===== config.mk =====
export PLATFORM = sky130hd
export DESIGN_NAME = rdcla_mp_seq_flat
export DESIGN_NICKNAME = d
export VERILOG_FILES = /design/src/rtl/rdcla_mp_seq_if.sv /design/src/rtl/rdcla_mp_seq.sv /design/src/flat_wrapper.sv
export SDC_FILE = /design/constraint.sdc
export NUM_CORES = 1
export LEC_CHECK = 0
export ABC_AREA = 1
export BUFFER_PORTS_ARGS = -buffer_cell sky130_fd_sc_hd__buf_2
export CELL_PAD_IN_SITES_DETAIL_PLACEMENT = 0
export CELL_PAD_IN_SITES_GLOBAL_PLACEMENT = 1
export CORE_ASPECT_RATIO = 1.5
export CORE_UTILIZATION = 36
export CTS_CLUSTER_DIAMETER = 100
export DETAILED_ROUTE_END_ITERATION = 10
export PLACE_DENSITY = 0.77
export SLEW_MARGIN = 30
export SYNTH_ARGS = -nofsm -noshare
export SYNTH_HDL_FRONTEND = slang
export SYNTH_SLANG_ARGS = --single-unit

===== constraint.sdc =====
create_clock -name clk -period 2.3 [get_ports clk]
set_clock_uncertainty 0.15 [all_clocks]
set_input_delay 0.115 -clock clk [delete_from_list [all_inputs] [get_ports clk]]
set_output_delay 0.115 -clock clk [all_outputs]
set_load 0.01 [all_outputs]

===== src/rtl/rdcla_mp_seq_if.sv =====
// rtl/rdcla_mp_seq_if.sv - request/response and adder-side signals of the multi-precision add sequencer
interface rdcla_mp_seq_if #(
   parameter int WORDS = 4
);
   logic                  start;
   logic [32*WORDS-1:0]   op_a;
   logic [32*WORDS-1:0]   op_b;
   logic                  cin;
   logic                  busy;
   logic                  done;
   logic [32*WORDS-1:0]   sum;
   logic                  cout;
   logic [31:0]           add_a;
   logic [31:0]           add_b;
   logic                  add_cin;
   logic [31:0]           add_s;
   logic                  add_cout;

   modport slave (
      input  start, op_a, op_b, cin, add_s, add_cout,
      output busy, done, sum, cout, add_a, add_b, add_cin
   );

   modport master (
      output start, op_a, op_b, cin, add_s, add_cout,
      input  busy, done, sum, cout, add_a, add_b, add_cin
   );
endinterface


===== src/rtl/rdcla_mp_seq.sv =====
// rtl/rdcla_mp_seq.sv - WORDS x 32-bit adder sequencer around the 32-bit CLA, LS limb first
module rdcla_mp_seq #(
   parameter int WORDS   = 4,
   parameter int ADD_LAT = 5
) (
   input  logic             clk,
   input  logic             rst,
   rdcla_mp_seq_if.slave    bus
);
   localparam int W  = 32 * WORDS;
   localparam int IW = (WORDS > 1) ? $clog2(WORDS) : 1;
   localparam int CW = $clog2(ADD_LAT + 1);

   typedef enum logic {IDLE, RUN} state_t;

   state_t          state_q, state_d;
   logic [IW-1:0]   idx_q, idx_d;
   logic [CW-1:0]   cnt_q, cnt_d;
   logic [W-1:0]    a_rem_q, a_rem_d;
   logic [W-1:0]    b_rem_q, b_rem_d;
   logic [31:0]     add_a_q, add_a_d;
   logic [31:0]     add_b_q, add_b_d;
   logic            add_cin_q, add_cin_d;
   logic [W-1:0]    sum_q, sum_d;
   logic            cout_q, cout_d;
   logic            busy_q, busy_d;
   logic            done_q, done_d;

   always_comb begin
      state_d   = state_q;
      idx_d     = idx_q;
      cnt_d     = cnt_q;
      a_rem_d   = a_rem_q;
      b_rem_d   = b_rem_q;
      add_a_d   = add_a_q;
      add_b_d   = add_b_q;
      add_cin_d = add_cin_q;
      sum_d     = sum_q;
      cout_d    = cout_q;
      busy_d    = busy_q;
      done_d    = 1'b0;
      case (state_q)
         IDLE: begin
            if (bus.start) begin
               // Remaining limbs are kept pre-shifted so the next limb is always at [31:0]
               a_rem_d   = bus.op_a >> 32;
               b_rem_d   = bus.op_b >> 32;
               add_a_d   = bus.op_a[31:0];
               add_b_d   = bus.op_b[31:0];
               add_cin_d = bus.cin;
               idx_d     = '0;
               cnt_d     = '0;
               busy_d    = 1'b1;
               state_d   = RUN;
            end
         end
         RUN: begin
            if (cnt_q == CW'(ADD_LAT - 1)) begin
               for (int i = 0; i < WORDS; i++) begin
                  if (idx_q == IW'(i)) sum_d[i*32 +: 32] = bus.add_s;
               end
               if (idx_q == IW'(WORDS - 1)) begin
                  cout_d  = bus.add_cout;
                  done_d  = 1'b1;
                  busy_d  = 1'b0;
                  state_d = IDLE;
               end else begin
                  idx_d     = idx_q + 1'b1;
                  cnt_d     = '0;
                  add_a_d   = a_rem_q[31:0];
                  add_b_d   = b_rem_q[31:0];
                  add_cin_d = bus.add_cout;
                  a_rem_d   = a_rem_q >> 32;
                  b_rem_d   = b_rem_q >> 32;
               end
            end else begin
               cnt_d = cnt_q + 1'b1;
            end
         end
         default: state_d = IDLE;
      endcase
   end

   always_ff @(posedge clk) begin
      if (rst) begin
         state_q   <= IDLE;
         idx_q     <= '0;
         cnt_q     <= '0;
         a_rem_q   <= '0;
         b_rem_q   <= '0;
         add_a_q   <= '0;
         add_b_q   <= '0;
         add_cin_q <= 1'b0;
         sum_q     <= '0;
         cout_q    <= 1'b0;
         busy_q    <= 1'b0;
         done_q    <= 1'b0;
      end else begin
         state_q   <= state_d;
         idx_q     <= idx_d;
         cnt_q     <= cnt_d;
         a_rem_q   <= a_rem_d;
         b_rem_q   <= b_rem_d;
         add_a_q   <= add_a_d;
         add_b_q   <= add_b_d;
         add_cin_q <= add_cin_d;
         sum_q     <= sum_d;
         cout_q    <= cout_d;
         busy_q    <= busy_d;
         done_q    <= done_d;
      end
   end

   assign bus.busy    = busy_q;
   assign bus.done    = done_q;
   assign bus.sum     = sum_q;
   assign bus.cout    = cout_q;
   assign bus.add_a   = add_a_q;
   assign bus.add_b   = add_b_q;
   assign bus.add_cin = add_cin_q;
endmodule


===== src/flat_wrapper.sv =====
// flat-port wrapper written by rule: the top's interface ports become plain ports
module rdcla_mp_seq_flat 
#(
   parameter int WORDS   = 4,
   parameter int ADD_LAT = 5
)
  (clk, rst, bus_start, bus_op_a, bus_op_b, bus_cin, bus_add_s, bus_add_cout, bus_busy, bus_done, bus_sum, bus_cout, bus_add_a, bus_add_b, bus_add_cin);
  rdcla_mp_seq_if #(.WORDS(WORDS)) bus_i ();
  input  logic clk;
  input  logic rst;
  input wire logic [$bits(bus_i.start)-1:0] bus_start;
  input wire logic [$bits(bus_i.op_a)-1:0] bus_op_a;
  input wire logic [$bits(bus_i.op_b)-1:0] bus_op_b;
  input wire logic [$bits(bus_i.cin)-1:0] bus_cin;
  input wire logic [$bits(bus_i.add_s)-1:0] bus_add_s;
  input wire logic [$bits(bus_i.add_cout)-1:0] bus_add_cout;
  output wire logic [$bits(bus_i.busy)-1:0] bus_busy;
  output wire logic [$bits(bus_i.done)-1:0] bus_done;
  output wire logic [$bits(bus_i.sum)-1:0] bus_sum;
  output wire logic [$bits(bus_i.cout)-1:0] bus_cout;
  output wire logic [$bits(bus_i.add_a)-1:0] bus_add_a;
  output wire logic [$bits(bus_i.add_b)-1:0] bus_add_b;
  output wire logic [$bits(bus_i.add_cin)-1:0] bus_add_cin;
  assign bus_i.start = bus_start;
  assign bus_i.op_a = bus_op_a;
  assign bus_i.op_b = bus_op_b;
  assign bus_i.cin = bus_cin;
  assign bus_i.add_s = bus_add_s;
  assign bus_i.add_cout = bus_add_cout;
  assign bus_busy = bus_i.busy;
  assign bus_done = bus_i.done;
  assign bus_sum = bus_i.sum;
  assign bus_cout = bus_i.cout;
  assign bus_add_a = bus_i.add_a;
  assign bus_add_b = bus_i.add_b;
  assign bus_add_cin = bus_i.add_cin;
  rdcla_mp_seq #(.WORDS(WORDS), .ADD_LAT(ADD_LAT)) u_core (.clk(clk), .rst(rst), .bus(bus_i));
endmodule

After elaboration in Yosys (flattened, before gate mapping). Cells that the tools add are included.

Output and inout port bits: 196. Input port bits: 293. Word-level logic and storage cells: 74. Flip-flop bits (word level): 458.

Reduce and logical (&&, ||, !) cells: 9. Bitwise operators: 2. $add $sub $neg: 2. Muxes and demuxes: 37. Eq/ne operators: 9.

Operators by type and width (count): two-way mux 128 bit (6); case mux 128 bit (2 select lines) (2); two-way mux 32 bit (6); case mux 32 bit (2 select lines) (2); AND reduction 3 bit (6); two-way mux 1 bit (10); two-way mux 3 bit (3); inequality test 2 bit (second input constant) (4); two-way mux 2 bit (3); case mux 1 bit (2 select lines) (3); case mux 3 bit (2 select lines) (1); == test 2 bit (second input constant) (2); case mux 2 bit (2 select lines) (1); adder 3 x 1 -> 3 bit (second input constant) (1); == test 3 bit (second input constant) (1); inequality test 3 bit (second input constant) (1); OR reduction 3 bit (1); adder 2 x 1 -> 2 bit (second input constant) (1); == test 2 x 1 -> 1 bit (second input constant) (1); logical NOT 2 bit (1); NOT 1 bit (2); AND reduction 2 bit (1).

Longest topological paths before layout. Gate-level depths: netlist (run 1).

Depth after elaboration: 4. Depth in mapped cells: 10.

Worst setup path after synthesis (run 1). Ideal clock, no wire load.

Kind: reg-to-reg. From: reg u_core.cnt_q[0]. To: reg u_core.add_b_q[10], in the netlist u_core.bus.add_b[10]. Path slack: 0.662 ns. Period minus slack after synthesis: 1.638 ns. Buffers on the path: 2. Cell stages (with the launch flop): 11. Required time: 2.037 ns. Data arrival time: 1.375 ns. Cell sequence: dfxtp_1 > inv_1 > ha_1 > nand2_2 > nand2_4 > nand3_2 > buf_2 > buf_2 > nand2_1 > nand2_1 > nor2_1.

Cells in the longest elaborated chain, start to end: 3.

RTL lines: start: declaration (RTL line rdcla_mp_seq.sv:18) `logic [CW-1:0] cnt_q, cnt_d;`; start signal: assignment (RTL line rdcla_mp_seq.sv:101) `cnt_q <= cnt_d;`; == test 3 bit (RTL line rdcla_mp_seq.sv:58) `if (cnt_q == CW'(ADD_LAT - 1)) begin`; inequality test 2 bit (no source line); AND reduction 3 bit (no source line); end signal: assignment (RTL line rdcla_mp_seq.sv:92) `add_b_q <= '0;`; end signal: assignment (RTL line rdcla_mp_seq.sv:105) `add_b_q <= add_b_d;`; end: declaration (RTL line rdcla_mp_seq.sv:22) `logic [31:0] add_b_q, add_b_d;`.

No other way between the ends. A chain may end at the register's enable or synchronous reset.

Worst setup path after layout (run 1).
From: reg u_core.state_q. To: reg u_core.cnt_q[2].

Cells in the longest elaborated chain, start to end: 3.

RTL lines: start: declaration (RTL line rdcla_mp_seq.sv:16) `state_t state_q, state_d;`; start signal: assignment (RTL line rdcla_mp_seq.sv:99) `state_q <= state_d;`; NOT 1 bit (no source line); inequality test 2 bit (no source line); AND reduction 2 bit (no source line).

Parallel ways exist; a longest one is shown, timed or not.

==> flow_summary.yaml, run 1 <==
placed_design:
  place_congestion: 0.873
  numPortBuffers: 488
  dp_hpwl_mm: 39.4
detailed_routing:
  postRouteAntennaNets: 0
  vias: 18500
  drtIter0Drc: 970
  wl_per_cell_um: 14.0
  routed_wl_mm: 58.8
  drc: 0
  first_pass_iters: 7
  post_drt_via_cell_ratio: 4.40
setup_path:
  crit_required_ps: 2590
  slowest_delay_ps: 550
  cp_max_fo: 148
  reg2reg_to: "u_core.cnt_q[2]$_SDFFE_PP0P_"
  endpoint: "u_core.cnt_q[2]$_SDFFE_PP0P_"
  r2r_cells: 6
  crit_path_top_delay_cell: "dlygate4sd3_1"
  cpLargestDelayFamily: "buffers and inverters"
  cp-startpoint: "u_core.state_q$_SDFF_PP0_"
  path_cells: "inv_8, buf_12, nand2_1, nand3_1, a21oi_1, dlygate4sd3_1"
  reg2reg_slack_ps: 170
  cp.depth: 6
  cp.arrival_ps: 2420
  endpoint_kind: "flop"
  crit_buf_inv: 3
  r2r_start: "u_core.state_q$_SDFF_PP0_"
  startpoint_type: "flop"
  worstSetupPathType: "flop to flop"
timing:
  drv_slew: 0
  setup_viol: 0
  final-hold-violation-count: 0
  max_freq_mhz: 470
  tns_ps: 0
  slew_headroom_pct: 58.6
  finalCritPeriodShare_pct: 92.5
  period_minus_slack_ps: 2130
  rsz0062_at_grt: "false"
  tightest_slew_ps: 622
  hold_slack_ps: 242
min_path:
  holdCritPathClass: "input pin to flop"
clocking:
  cts_tree: "yes"
  clock_latency_ps: 550
  cts_buffer_depth: 3
  clock-sinks: 394
  post-cts-setup-buffers: 0
  root_buffer: "clkbuf_16"
  cts_made_buffers: 42
  clk_pin_slew_ps: 60
  cts_max_level: 2
yosys:
  synthCells: 2827
  ys_ff_latch: 394
  yosysSeqAreaShare_pct: 44.5
  synth.distinct_cells: 19
  syn_avg_cell_area_um2: 6.27
  syn_area_um2: 17700
  ys_warn_count: 0
  syn_nets: 3127
die:
  die_x_um: 183
  boundaryPins: 489
  die_area_um2: 50200
  start_util_pct: 36.4
  core_um2: 48700
  std_cell_rows: 99
  fp.dieH_um: 274
finish:
  multi_input_area_um2: 7770
  seqCellArea_um2: 7890
  fill_cells: 5010
  final_cell_mix: "nand2_1 (777), nor2_1 (741), buf_2 (488)"
  syn2layout_area_growth_pct: 42.2
  layout_commonest_cell: "nand2_1"
  drive_above_1_share_pct: 17.0
  finalNetCount: 3810
global_route:
  grt_pass1_wl_mm: 92.1
  antenna_found_initial: 11
  grt_pass1_vias: 18000
  grt_usage_pct: 22.7
  grt_overflow: 0
  grt_max_degree: 150
job:
  max_cap_violations: 0
power_and_ir_drop:
  p_leak_nw: 13.1
  max-vdd-ir-drop_mv: 0.601
  power_density_nw_per_um2: 707
status:
  status: "completed"
==> per-stage QoR <==
step                      setup WS [ps]  cell area [um^2]  total power [mW]  instances  utilization, %
after floorplan                     662             17700              9.26       2827               -
after CTS                           113             25200              18.1       4200            51.8
final                               171             25200              17.8       4211            51.8
after global routing               15.5             25200              18.8       4208            51.8
after global placement              377             20700              10.1       3829            42.6
after detailed placement            331             20700              10.1       3829            42.6
==> cell usage after synthesis (all sizes together) <==
master | count | share of area [%]
nand2 | 779 | 17
nor2 | 743 | 16
dfxtp | 394 | 44
inv | 338 | 7.2
o21ai | 322 | 9.1
buf | 109 | 3.2
clkbuf | 70 | 1.5
nand3 | 58 | 1.7
ha | 7 | 0.49
a21oi | 4 | 0.11
nand4 | 2 | 0.071
nor4 | 1 | 0.035
==> worst reg2reg max path, cell delays in order (launching register included) <==
cell           delay [ps]
dfxtp_2               420
inv_8                 130
buf_12                400
nand2_1               190
nand3_1               130
a21oi_1                60
dlygate4sd3_1         550
==> cell families (layout without fill, tap and decap cells) <==
| family | count (synthesis) | after routing | share of synthesized area, % |
|---|---|---|---|
| AOI/OAI and AO/OA | 326 | 326 | 9.20 |
| adders and majority gates | 7 | 7 | 0.494 |
| buffers and inverters | 517 | 1234 | 11.8 |
| DFF | 394 | 394 | 44.5 |
| other | 0 | 11 | 0 |
| and+or+nand+nor | 1583 | 1583 | 34.0 |
==> registers in the layout, indices dropped and copies added, names as in the netlist, 2 cells and up <==
register / count
u_core.bus.add_b: 32
u_core.b_rem_q: 96
u_core.cnt_q: 3
u_core.a_rem_q: 96
u_core.bus.add_a: 32
u_core.bus.sum: 128
u_core.idx_q: 2
==> final cells by class <==
| type | count | area share (%) |
|---|---|---|
| Sequential cell | 394 | 31.3 |
| Inverter | 338 | 5.09 |
| Multi-Input combinational cell | 1916 | 30.8 |
| Tap cell | 656 | 3.25 |
| Antenna cell | 11 | 0.109 |
| Clock buffer | 66 | 5.21 |
| Clock inverter | 12 | 0.853 |
| Timing Repair Buffer | 818 | 23.4 |
==> per-layer routing <==
layer  share of wire, %  vias to the layer above  global-route usage (%)  wire length (um)
met5              0.058                        -                       0                34
met4                4.6                        6                    10.8              2720
met3                5.8                      149                    4.78              3400
met2                 45                      528                    37.8             26800
met1                 44                     8052                    27.8             25900
li1                   -                     9803                       -                 -
==> worst min path at each step <==
stage / startpoint / to / slack, ps / depth (start not counted)
2_1_floorplan: bus_add_cout / u_core.bus.cout$_SDFFE_PP0P_ / 100 / 2
3_3_place_gp: bus_add_s[30] / u_core.bus.sum[126]$_SDFFE_PP0P_ / 230 / 3
3_5_place_dp: bus_add_s[30] / u_core.bus.sum[126]$_SDFFE_PP0P_ / 250 / 3
4_1_cts: bus_add_s[27] / u_core.bus.sum[123]$_SDFFE_PP0P_ / 200 / 4
5_1_grt: bus_add_s[8] / u_core.bus.sum[104]$_SDFFE_PP0P_ / 250 / 4
6_report: bus_add_s[8] / u_core.bus.sum[104]$_SDFFE_PP0P_ / 240 / 4
==> power by group <==
part           switching (mW)  internal (mW)  total (mW)
Sequential              0.146           7.27        7.42
Clock                    2.84           4.60        7.44
Combinational            1.72           1.27        2.98
Total                    4.70           13.1        17.8
==> repair_timing <==
action | CTS | global route
setup endpoints to repair | 0 | 0
gates resized for setup | 0 | 0
hold buffers | 293 | 0
hold endpoints to repair | 392 | 0
Power figures use the tool's default switching activity.
==> inputs of run 2 (changes only) <==
Settings changed: ABC_AREA 1 to not set, CORE_UTILIZATION 36 to 39, PLACE_DENSITY 0.77 to 0.78.
==> run 2 against run 1 <==
Non-clock buffer count grew 3; maximum frequency shrank 0.78%; combinational power is 20% lower; design area shrank 6.0%; critical path depth is the same; final cell count down 27%; sequential power down 0.5%; synthesized area shrank 6.0%; wire length is 3.1% lower; sequential cell count is the same; via count down 13%; critical endpoint is now u_core.b_rem_q[57]$_SDFFE_PP0P_; largest cell class unchanged.
==> flow_summary.yaml, run 2 <==
status:
  status: "completed"
clocking:
  clock_latency_ps: 540
  clk_pin_slew_ps: 60
  cts_buffer_depth: 3
  cts_tree: "yes"
  post-cts-setup-buffers: 0
  cts_max_level: 2
  cts_made_buffers: 40
  clock-sinks: 394
  root_buffer: "clkbuf_16"
detailed_routing:
  wl_per_cell_um: 18.6
  highest_layer: "met5"
  wl_met3_mm: 3.74
  postRouteAntennaNets: 0
  wl_met1_mm: 22.6
  drtIter0Drc: 1028
  drc: 0
  first_pass_iters: 5
  routed_wl_mm: 57.0
  route.met2.wl_mm: 27.8
  post_drt_via_cell_ratio: 5.29
  vias: 16200
finish:
  layout_commonest_cell: "buf_2"
  final_cell_mix: "buf_2 (487), dfxtp_1 (393), dlygate4sd3_1 (291)"
  finalNetCount: 2761
  syn2layout_area_growth_pct: 42.2
  drive_above_1_share_pct: 26.6
  design_area_um2: 23700
  multi_input_area_um2: 7750
  fill_cells: 3664
  final_cell_count_no_fill: 3064
  largest_reg_flops: 128
  seqCellArea_um2: 7890
yosys:
  async_reset_ff_share_pct: 0
  ys_top_cells_by_count: "dfxtp_1 (394), nand2_1 (260), a21oi_1 (198)"
  syn_nets: 2088
  synth.distinct_cells: 30
  synthFlopType: "dfxtp_1"
  post-synth-top-area-cell: "dfxtp_1"
  ys_warn_count: 0
  ys_ff_latch: 394
  yosysSeqAreaShare_pct: 47.3
  synth-edff-count: 0
  synth_most_common_cell: "dfxtp_1"
  yosysTopAreaCellShare_pct: 47.3
  syn_area_um2: 16700
  synth_area_leaders: "dfxtp_1 (47%), mux2i_1 (12%), a21oi_1 (5.9%), nand2_1 (5.9%), nor3_1 (5.9%)"
  synthCells: 1788
  syn_avg_cell_area_um2: 9.32
timing:
  tns_ps: 0
  final-hold-violation-count: 0
  tightest_slew_ps: 831
  slew_headroom_pct: 44.6
  finalCritPeriodShare_pct: 93.3
  max_freq_mhz: 466
  setup_viol: 0
  period_minus_slack_ps: 2150
  drv_slew: 0
  rsz0062_at_grt: "false"
power_and_ir_drop:
  max-vdd-ir-drop_mv: 0.661
  p_leak_nw: 9.51
  power_density_nw_per_um2: 683
setup_path:
  cpLargestDelayFamily: "simple AND/OR/NAND/NOR gates"
  crit_path_top_delay_cell: "buf_12"
  reg2reg_to: "u_core.b_rem_q[57]$_SDFFE_PP0P_"
  cp.arrival_ps: 2390
  reg2reg_slack_ps: 150
  startpoint_type: "flop"
  path_cells: "inv_1, ha_1, nand4b_1, nand2_4, buf_12, a211oi_1"
  cp_max_fo: 83
  cp-startpoint: "u_core.cnt_q[0]$_SDFFE_PP0P_"
  endpoint_kind: "flop"
  crit_required_ps: 2540
  r2r_cells: 6
  slowest_delay_ps: 380
  r2r_start: "u_core.cnt_q[0]$_SDFFE_PP0P_"
  crit_buf_inv: 2
  worstSetupPathType: "flop to flop"
placed_design:
  dp_hpwl_mm: 35.8
  place_area_um2: 19500
  place_congestion: 0.829
  dp_cells: 2692
  numPortBuffers: 488
global_route:
  grt_max_degree: 119
  grt_pass1_vias: 16100
  grt_usage_pct: 25.1
  grt_pass1_wl_mm: 86.5
  grt_overflow: 0
  antenna_found_initial: 10
die:
  start_util_pct: 39.6
  boundaryPins: 489
  std_cell_rows: 92
  fp.dieH_um: 255
  core_um2: 42100
  die_x_um: 171
  die_area_um2: 43600
min_path:
  hold_depth: 4
  worstHoldStart: "bus_start"
  holdCritPathClass: "input pin to flop"
  hold_end: "u_core.b_rem_q[93]$_SDFFE_PP0P_"
job:
  max_cap_violations: 0
run 2: routing by layer:
metal  GRT usage, %  vias up
met3           5.33      181
met2           43.1      653
met1           28.8     7600
li1               -     7777
met5              0        -
met4           13.8        2
run 2: timing repair:
action,CTS,global route
hold buffers,291,0
gates resized for setup,0,0
hold endpoints to repair,390,0
run 2: final cells by class:
class                           instances  share of cell area [%]
Sequential cell                       394                    33.3
Multi-Input combinational cell       1200                    32.7
Timing Repair Buffer                  821                    25.5
Clock buffer                           63                    5.10
Tap cell                              564                    2.98
Clock inverter                          7                   0.285
Antenna cell                           11                   0.116
Inverter                                4                  0.0633
run 2: cells by family after synthesis:
kind of cell    after synthesis  share of synthesized area, %
compound gates              394                          16.8
flops                       394                          47.3
buf+inv                     194                          6.33
mux                         193                          11.6
fa+ha+maj                     7                         0.525
simple gates                606                          17.5
run 2: per-stage QoR:
stage / setup slack, ps / util, % / total power [mW] / hold WS (ps)
after detailed placement: 209 / 46.3 / 9.49 / 246
after floorplan: 583 / - / 8.77 / 101
after CTS: 183 / 56.2 / 16.3 / 20.2
after global routing: 41.5 / 56.2 / 16.8 / 38.8
final: 155 / 56.3 / 16.2 / 26.1
after global placement: 198 / 46.2 / 9.44 / 241
run 2: worst max-delay path by stage:
| stage | end | slack (ps) | cells after the start |
|---|---|---|---|
| finish | u_core.b_rem_q[57]$_SDFFE_PP0P_ | 150 | 6 |
| global route | u_core.b_rem_q[57]$_SDFFE_PP0P_ | 40 | 6 |
| CTS | u_core.bus.add_b[26]$_SDFFE_PP0P_ | 180 | 6 |
| detailed placement | u_core.bus.add_b[14]$_SDFFE_PP0P_ | 210 | 6 |
| global placement | u_core.bus.add_b[27]$_SDFFE_PP0P_ | 200 | 4 |
| floorplan | u_core.a_rem_q[28]$_SDFFE_PP0P_ | 580 | 6 |
run 2: worst reg2reg max path, cell delays in order (launching register included):
cell      delay [ps]
dfxtp_1          320
inv_1             80
ha_1             300
nand4b_1         300
nand2_4          240
buf_12           380
a211oi_1         230
run 2: where the power goes:
| group | internal, mW | leakage, nW | switching (mW) |
|---|---|---|---|
| clock | 3.72 | 0.630 | 2.71 |
| combinational | 1.21 | 5.65 | 1.18 |
| sequential | 7.18 | 3.23 | 0.200 |
